[config.mk]
export PLATFORM = sky130hd
export DESIGN_NAME = uart_rx_os
export DESIGN_NICKNAME = d
export VERILOG_FILES = /design/src/rtl/uart_rx_os.sv
export SDC_FILE = /design/constraint.sdc
export NUM_CORES = 1
export LEC_CHECK = 0
export BUFFER_PORTS_ARGS = -buffer_cell sky130_fd_sc_hd__buf_2
export CORE_MARGIN = 5
export CORE_UTILIZATION = 45
export DETAILED_ROUTE_END_ITERATION = 8
export PLACE_DENSITY = 0.69
export SYNTH_ARGS = -nofsm -noshare
export SYNTH_HDL_FRONTEND = slang
export SYNTH_SLANG_ARGS = --single-unit
[constraint.sdc]
create_clock -name clock -period 2.1 [get_ports clock]
set_input_delay 0.525 -clock clock [delete_from_list [all_inputs] [get_ports clock]]
set_output_delay 0.525 -clock clock [all_outputs]
set_load 0.02 [all_outputs]
[src/rtl/uart_rx_os.sv]
// uart_rx_os: 8N1 UART receiver timed by a down-counter on the system clock.
// Half-integer bit periods are produced by alternating DIV and DIV+1 reloads.
module uart_rx_os #(
    parameter int BAUD_DIV  = 8,
    parameter int BAUD_HALF = 0,
    parameter int CNT_WIDTH = 16
) (
    input  logic       clock,
    input  logic       rst,
    input  logic       rx,
    output logic [7:0] data_out,
    output logic       data_valid,
    output logic       frame_err,
    output logic       busy
);
    typedef enum logic [2:0] {IDLE, START, DATA, STOP, WAIT_IDLE} state_t;

    localparam logic [CNT_WIDTH-1:0] HALF_LOAD = CNT_WIDTH'((BAUD_DIV >> 1) - 1);
    localparam logic [CNT_WIDTH-1:0] DIV_LO    = CNT_WIDTH'(BAUD_DIV - 1);
    localparam logic [CNT_WIDTH-1:0] DIV_HI    = CNT_WIDTH'(BAUD_DIV);

    state_t               state, state_n;
    logic                 rx_m, rx_s, rx_p;
    logic [CNT_WIDTH-1:0] cnt;
    logic [2:0]           idx;
    logic                 phase, phase_n;
    logic [7:0]           shreg;
    logic                 tick, fall;
    logic                 start_ok, bit_tick, done_ok, done_err;

    assign tick    = cnt == '0;
    assign fall    = rx_p & ~rx_s;
    assign phase_n = (BAUD_HALF != 0) && !phase;

    always_ff @(posedge clock or negedge rst)
        if (!rst) state <= IDLE;
        else      state <= state_n;

    always_comb begin
        state_n = state;
        case (state)
            IDLE:      state_n = fall ? START : IDLE;
            START:     state_n = tick ? (rx_s ? IDLE : DATA) : START;
            DATA:      state_n = (tick && idx == 3'd7) ? STOP : DATA;
            STOP:      state_n = tick ? (rx_s ? IDLE : WAIT_IDLE) : STOP;
            WAIT_IDLE: state_n = rx_s ? IDLE : WAIT_IDLE;
            default:   state_n = IDLE;
        endcase
    end

    always_comb begin
        busy     = state != IDLE;
        start_ok = state == START && tick && !rx_s;
        bit_tick = state == DATA && tick;
        done_ok  = state == STOP && tick && rx_s;
        done_err = state == STOP && tick && !rx_s;
    end

    always_ff @(posedge clock or negedge rst) begin
        if (!rst) begin
            {rx_m, rx_s, rx_p} <= 3'b111;
            cnt        <= '0;
            idx        <= '0;
            phase      <= 1'b0;
            shreg      <= '0;
            data_out   <= '0;
            data_valid <= 1'b0;
            frame_err  <= 1'b0;
        end else begin
            rx_m       <= rx;
            rx_s       <= rx_m;
            rx_p       <= rx_s;
            data_valid <= done_ok;
            frame_err  <= done_err;
            if (state == IDLE && fall) cnt <= HALF_LOAD;
            else if (start_ok)         cnt <= DIV_LO;
            else if (bit_tick)         cnt <= phase_n ? DIV_HI : DIV_LO;
            else if (!tick)            cnt <= cnt - 1'b1;
            if (start_ok) begin
                idx   <= '0;
                phase <= 1'b0;
            end
            if (bit_tick) begin
                shreg <= {rx_s, shreg[7:1]};
                idx   <= idx + 3'd1;
                phase <= phase_n;
            end
            if (done_ok || done_err) data_out <= shreg;
        end
    end
endmodule
==> results_dict.tcl, run 1 <==
set metrics [dict create \
    routed_wl_um 3800 \
    worstMarginPinSlew_ns 0.552 \
    hold_buffers 0 \
    pin_count 14 \
    cellLeakagePower_uw 0.00116 \
    fp.coreArea_mm2 0.00435 \
    p_int_uw 1650 \
    syn_inst 171 \
    clk_path_buf_depth 2 \
    std_cell_rows 24 \
    fin_nets 207 \
    drt-vias-per-instance 5.45 \
    final_area_mm2 0.00235 \
    fin_cells 253 \
    vias 1380 \
    cellPowerDensity_mw_per_mm2 1120 \
    place_area_mm2 0.00218 \
    fin_util_pct 54.0 \
    cts_buffers 5 \
    syn-mean-instance-area_um2 11.8 \
    drt_iter0_drc 59 \
    worst-path-buf-inv 1 \
    critPathSlowestCell "or4b_4" \
    start_util_pct 46.4 \
    critPathRequiredTime_ns 2.28 \
    grt_pass1_wl_um 6690 \
    async_flop_share_pct 100 \
    startpoint_type "flip-flop" \
    min_path_type "primary input to async pin" \
    antenna_cells 0 \
    p_seq_share_pct 46.1 \
    end_kind "flip-flop" \
    pwr-share-clk_pct 20.0 \
    ir_worst_vdd_uv 718 \
    slew_violations 0 \
    dieArea_mm2 0.00593 \
    critPathTopFamily "simple AND/OR/NAND/NOR gates" \
    synth.distinct_cells 42 \
    synth_edf_count 0 \
    die_h_um 77.0 \
    grt_overflow_total 0 \
    fillCellCount 343 \
    finalHoldViolCount 0 \
    whs_ns 0.0518 \
    globalplace.congestion 0.816 \
    area_growth_pct 16.3 \
    switching_power_uw 997 \
    syn_area_mm2 0.00202 \
    grt_use_total_pct 13.9 \
    status "completed" \
    antenna_found_initial 0 \
    grt_pass1_vias 1419 \
    yosysSeqAreaShare_pct 53.4 \
    switching_share_pct 37.7 \
    setup_violations 0 \
    wl_per_cell_um 15.0 \
    drc 0 \
    fin_skew_ns 0.00524 \
    cp_cell_sequence "inv_2, ha_1, or4b_4, nor2_4, and3_4, nand3b_4, mux2_4" \
    syn-num-nets 178 \
    synth-seq-cells 43 \
    path_max_fanout 5 \
    drtAntennaViolNets 0 \
    clock-root-buffer "clkbuf_8" \
    dp_cells 240 \
    pwr-share-comb_pct 33.9 \
    yosys_warnings 0 \
    period_share_pct 99.6 \
    maxCapViolations 0 \
    fin_crit_ns 2.09 \
    path_clk_slew_ns 0.09 \
    numPortBuffers 13 \
    cpPeakStageDelay_ns 0.50 \
    cts-htree-levels 2 \
    report.power.total_uw 2640 \
    drive_gt1_share_pct 33.8 \
    dr.pass1.iters 4 \
    rsz0062_at_grt "true" \
    hpwl_um 2650 \
    critPathKind "flip-flop to flip-flop" \
    insertion_delay_ns 0.29 \
    cts_tree "yes" \
    clock_sinks 43 \
    ys.flop_type "dfrtp_1" \
    fmax_mhz 478 \
    arrival_ns 2.27 \
    fp.dieW_um 77.0 \
    relSlewSlack_pct 63.2 \
    grt_max_degree 22 \
]
==> Yosys cell counts (3+ instances only) <==
| master | instances | area (µm²) |
|---|---|---|
| xor2_1 | 3 | 26.3 |
| a31oi_1 | 3 | 18.8 |
| dfrtp_1 | 40 | 1000 |
| a21oi_1 | 7 | 35.0 |
| xnor2_1 | 8 | 70.1 |
| dfstp_2 | 3 | 78.8 |
| ha_1 | 4 | 50.1 |
| mux2_4 | 7 | 105 |
| nand3_1 | 3 | 15.0 |
| inv_1 | 7 | 26.3 |
| nand2b_1 | 3 | 18.8 |
| mux2_2 | 9 | 101 |
| nor4_1 | 7 | 43.8 |
| nor2_1 | 22 | 82.6 |
| o21ai_0 | 7 | 35.0 |
| nand2_1 | 7 | 26.3 |
==> state kept, by name (all words and copies together) (netlist names) <==
| signal | count |
|---|---|
| state | 3 |
| data_out | 8 |
| data_valid | 1 |
| rx_p | 1 |
| shreg | 8 |
| rx_m | 1 |
| idx | 3 |
| cnt | 16 |
| rx_s | 1 |
| frame_err | 1 |
==> cell type report <==
cell class / count / area (µm²) / area share (%)
inverters: 7 / 26.3 / 1.12
repair buffers: 25 / 155 / 6.60
clock inverters: 3 / 23.8 / 1.01
flip-flops and latches: 43 / 1080 / 46.0
clock buffers: 5 / 68.8 / 2.93
multi-input cells: 118 / 932 / 39.6
well taps: 52 / 65.1 / 2.77
==> kinds of logic after synthesis <==
logic type                 after synthesis  share of synthesized area, %
DFF                                     43                          53.4
AOI/OAI and AO/OA                       23                          6.87
adders and majority gates                4                          2.48
xor gates and xnor gates                11                          4.77
muxes                                   17                          10.7
and+or+nand+nor                         61                          18.8
buffers and inverters                   12                          3.03
==> through the flow <==
step	setup TNS, ns	setup slack [ns]
2_1_floorplan	0	0.0453
3_3_place_gp	0	0.0260
3_5_place_dp	-0.448	-0.0298
4_1_cts	-0.00245	-0.00144
5_1_grt	-0.322	-0.0413
6_report	0	0.00876
==> layer usage <==
layer  vias to the layer above  wire length [µm]  GRT usage [%]  part of all wire, %
met1                       681              1730           18.0                   46
met2                        25              1890           22.8                   50
met5                         -                 0              0                    0
met4                         0                48           4.64                  1.3
li1                        668                 -              -                    -
met3                         6               130           3.51                  3.4
==> repair_timing <==
action	4_1_cts	5_1_grt
cloned	2	0
endpoints found under the setup margin	25	34
pin swaps	1	4
setup buffers	1	2
resized for setup	3	6
==> cell usage in the layout (no fill, tap or decap), types with 2 or more instances in the layout <==
cell type | netlist | layout
nand3b_4 | 1 | 2
dfrtp_1 | 40 | 39
nand3_1 | 3 | 3
inv_1 | 7 | 5
buf_2 | 1 | 13
a21oi_1 | 7 | 7
a31oi_1 | 3 | 3
o21ai_0 | 7 | 5
nand2_1 | 7 | 7
xnor2_1 | 8 | 8
nand3_4 | 1 | 2
xor2_1 | 3 | 3
nor4_1 | 7 | 7
inv_2 | 0 | 2
ha_1 | 4 | 4
mux2_2 | 9 | 9
buf_4 | 0 | 12
clkbuf_8 | 0 | 5
nand2b_1 | 3 | 3
clkinvlp_4 | 0 | 2
mux2_4 | 7 | 7
or4_1 | 2 | 2
nor2_1 | 22 | 22
nor3_1 | 2 | 2
o31ai_1 | 2 | 2
dfstp_2 | 3 | 3
or3_1 | 2 | 2
o21ai_1 | 0 | 2
==> worst reg2reg max path: cells and delay by family (launching register included) <==
family / cells / cell delay, ns
DFF: 1 / 0.39
muxes: 1 / 0.33
and+or+nand+nor: 4 / 1.06
adders and majority gates: 1 / 0.13
buffers and inverters: 1 / 0.06
==> power groups by stage <==
stage	Clock (µW)	Combinational [µW]	Sequential, µW
after floorplan	0	599	1140
after global placement	0	826	1180
after detailed placement	0	840	1200
after CTS	544	874	1200
after global routing	582	1000	1250
final	529	895	1220
==> worst paths after layout <==
kind | start | cells past startpoint | endpoint | slack [ns]
min in group clock | rx | 1 | rx_m$_DFF_PN1_ | 0.33
min reg2reg | rx_m$_DFF_PN1_ | 0 | rx_s$_DFF_PN1_ | 0.37
max reg2reg | cnt[0]$_DFFE_PN0P_ | 7 | shreg[5]$_DFFE_PN0P_ | 0.009
max | cnt[0]$_DFFE_PN0P_ | 7 | shreg[5]$_DFFE_PN0P_ | 0.009
min | rst | 1 | state[2]$_DFF_PN0_ | 0.05
max in group asynchronous | rst | 2 | rx_s$_DFF_PN1_ | 1.49
Note: power is estimated with default switching activity, not from simulation.
==> run 2: changes to the inputs <==
--- a/config.mk
+++ b/config.mk
@@ -6,6 +6,7 @@
 export NUM_CORES = 1
 export LEC_CHECK = 0
 export BUFFER_PORTS_ARGS = -buffer_cell sky130_fd_sc_hd__buf_2
+export CORE_ASPECT_RATIO = 1.25
 export CORE_MARGIN = 5
 export CORE_UTILIZATION = 45
 export DETAILED_ROUTE_END_ITERATION = 8
==> results_dict.tcl, run 2 (synthesis results as in run 1) <==
set metrics [dict create \
    drc 0 \
    final_common_cell "dfrtp_1" \
    hold_buffers 0 \
    path_max_fanout 6 \
    worst-r2r-setup-slack_ns 0.004 \
    grt_pass1_vias 1439 \
    period_share_pct 99.8 \
    vias 1426 \
    die_h_um 84.9 \
    fmax_mhz 477 \
    relSlewSlack_pct 64.2 \
    grt_overflow_total 0 \
    pin_count 14 \
    r2r.worst_path.cells 7 \
    fp.coreArea_mm2 0.00439 \
    clock-root-buffer "clkbuf_8" \
    finalHoldViolCount 0 \
    rsz0062_at_grt "true" \
    reg_top3 "cnt x16, data_out x8, shreg x8" \
    fin_util_pct 55.4 \
    cp-startpoint "cnt[0]$_DFFE_PN0P_" \
    slew_violations 0 \
    cts_buffers 5 \
    r2r-end "shreg[5]$_DFFE_PN0P_" \
    maxCapViolations 0 \
    routed_wl_um 3970 \
    drtAntennaViolNets 0 \
    wl_per_cell_um 15.2 \
    status "completed" \
    clock_sinks 43 \
    largest-register "cnt" \
    critPathRequiredTime_ns 2.28 \
    grt_pass1_wl_um 6710 \
    fin_nets 210 \
    drt-vias-per-instance 5.44 \
    drive_gt1_share_pct 37.3 \
    antenna_cells 0 \
    cellPowerDensity_mw_per_mm2 1150 \
    fin_skew_ns 0.00703 \
    path_clk_slew_ns 0.08 \
    clk_path_buf_depth 2 \
    fp.dieW_um 70.0 \
    final_area_mm2 0.00243 \
    dr.pass1.iters 4 \
    min_path_type "primary input to async pin" \
    worstMarginPinSlew_ns 0.538 \
    grt_max_degree 44 \
    cellLeakagePower_uw 0.00121 \
    drt_iter0_drc 48 \
    cts_tree "yes" \
    end_kind "flip-flop" \
    ir_worst_vdd_uv 650 \
    mostFrequentLayoutCells "dfrtp_1, nor2_1, buf_4, buf_2, mux2_2" \
    hpwl_um 2690 \
    std_cell_rows 27 \
    area_growth_pct 20.3 \
    dieArea_mm2 0.00594 \
    start_util_pct 46.0 \
    setup_violations 0 \
    startpoint_type "flip-flop" \
    cts-htree-levels 2 \
    place_area_mm2 0.00220 \
    arrival_ns 2.28 \
    antenna_found_initial 0 \
    endpoint "shreg[5]$_DFFE_PN0P_" \
    insertion_delay_ns 0.29 \
    globalplace.congestion 0.884 \
    critPathKind "flip-flop to flip-flop" \
    largest_reg_flops 16 \
    numPortBuffers 13 \
    r2r_start "cnt[0]$_DFFE_PN0P_" \
    grt_use_total_pct 14.2 \
    fin_crit_ns 2.10 \
]
## run 2: worst min-delay path by stage
stage,from,endpoint,slack (ns),cells after the start
2_1_floorplan,rst,cnt[0]$_DFFE_PN0P_,0.23,0
3_3_place_gp,rx_m$_DFF_PN1_,rx_s$_DFF_PN1_,0.35,0
3_5_place_dp,rx_m$_DFF_PN1_,rx_s$_DFF_PN1_,0.35,0
4_1_cts,rst,data_out[0]$_DFFE_PN0P_,0.20,2
5_1_grt,rst,shreg[2]$_DFFE_PN0P_,0.20,2
6_report,rst,shreg[0]$_DFFE_PN0P_,0.18,2
## run 2: timing repair
action | in CTS | in global routing
setup endpoints to repair | 22 | 34
pin swaps | 2 | 4
gates cloned | 1 | 1
resized for setup | 2 | 11
setup buffers | 3 | 3
## run 2: metrics by stage
step | hold slack (ns) | cells | power, µW | TNS, ns | worst slack (ns)
after global placement | 0.348 | 246 | 1990 | 0 | 0.0177
after floorplan | 0.229 | 171 | 1740 | 0 | 0.0453
final | 0.184 | 262 | 2800 | 0 | 0.00435
after global routing | 0.202 | 262 | 2990 | -0.664 | -0.0656
after detailed placement | 0.348 | 246 | 2040 | -0.400 | -0.0340
after CTS | 0.198 | 258 | 2740 | 0 | 0.00966
## run 2: layout make-up
type / count / area (µm²)
flip-flops and latches: 43 / 1080
well taps: 58 / 72.6
multi-input cells: 118 / 946
repair buffers: 28 / 190
inverters: 7 / 26.3
fillers: 382 / 1960
clock buffers: 6 / 82.6
clock inverters: 2 / 35.0
## run 2: critical path, cell delays in order, from the launching register on
cell	delay (ns)
dfrtp_1	0.40
inv_2	0.07
ha_1	0.13
or4b_4	0.50
nor2_4	0.11
and3_4	0.27
nand3b_4	0.17
mux2_4	0.34
## run 2: where the power goes
group	internal, µW	switching (µW)	total [µW]
clock	385	275	660
sequential	986	190	1180
combinational	438	525	963
total	1810	990	2800
## run 2: layer usage
layer	routed length, µm	global-route usage (%)	vias to the layer above
met3	158	3.20	13
met1	1570	15.8	705
met4	128	7.32	0
met5	0	0	-
met2	2120	25.2	35
li1	-	-	673
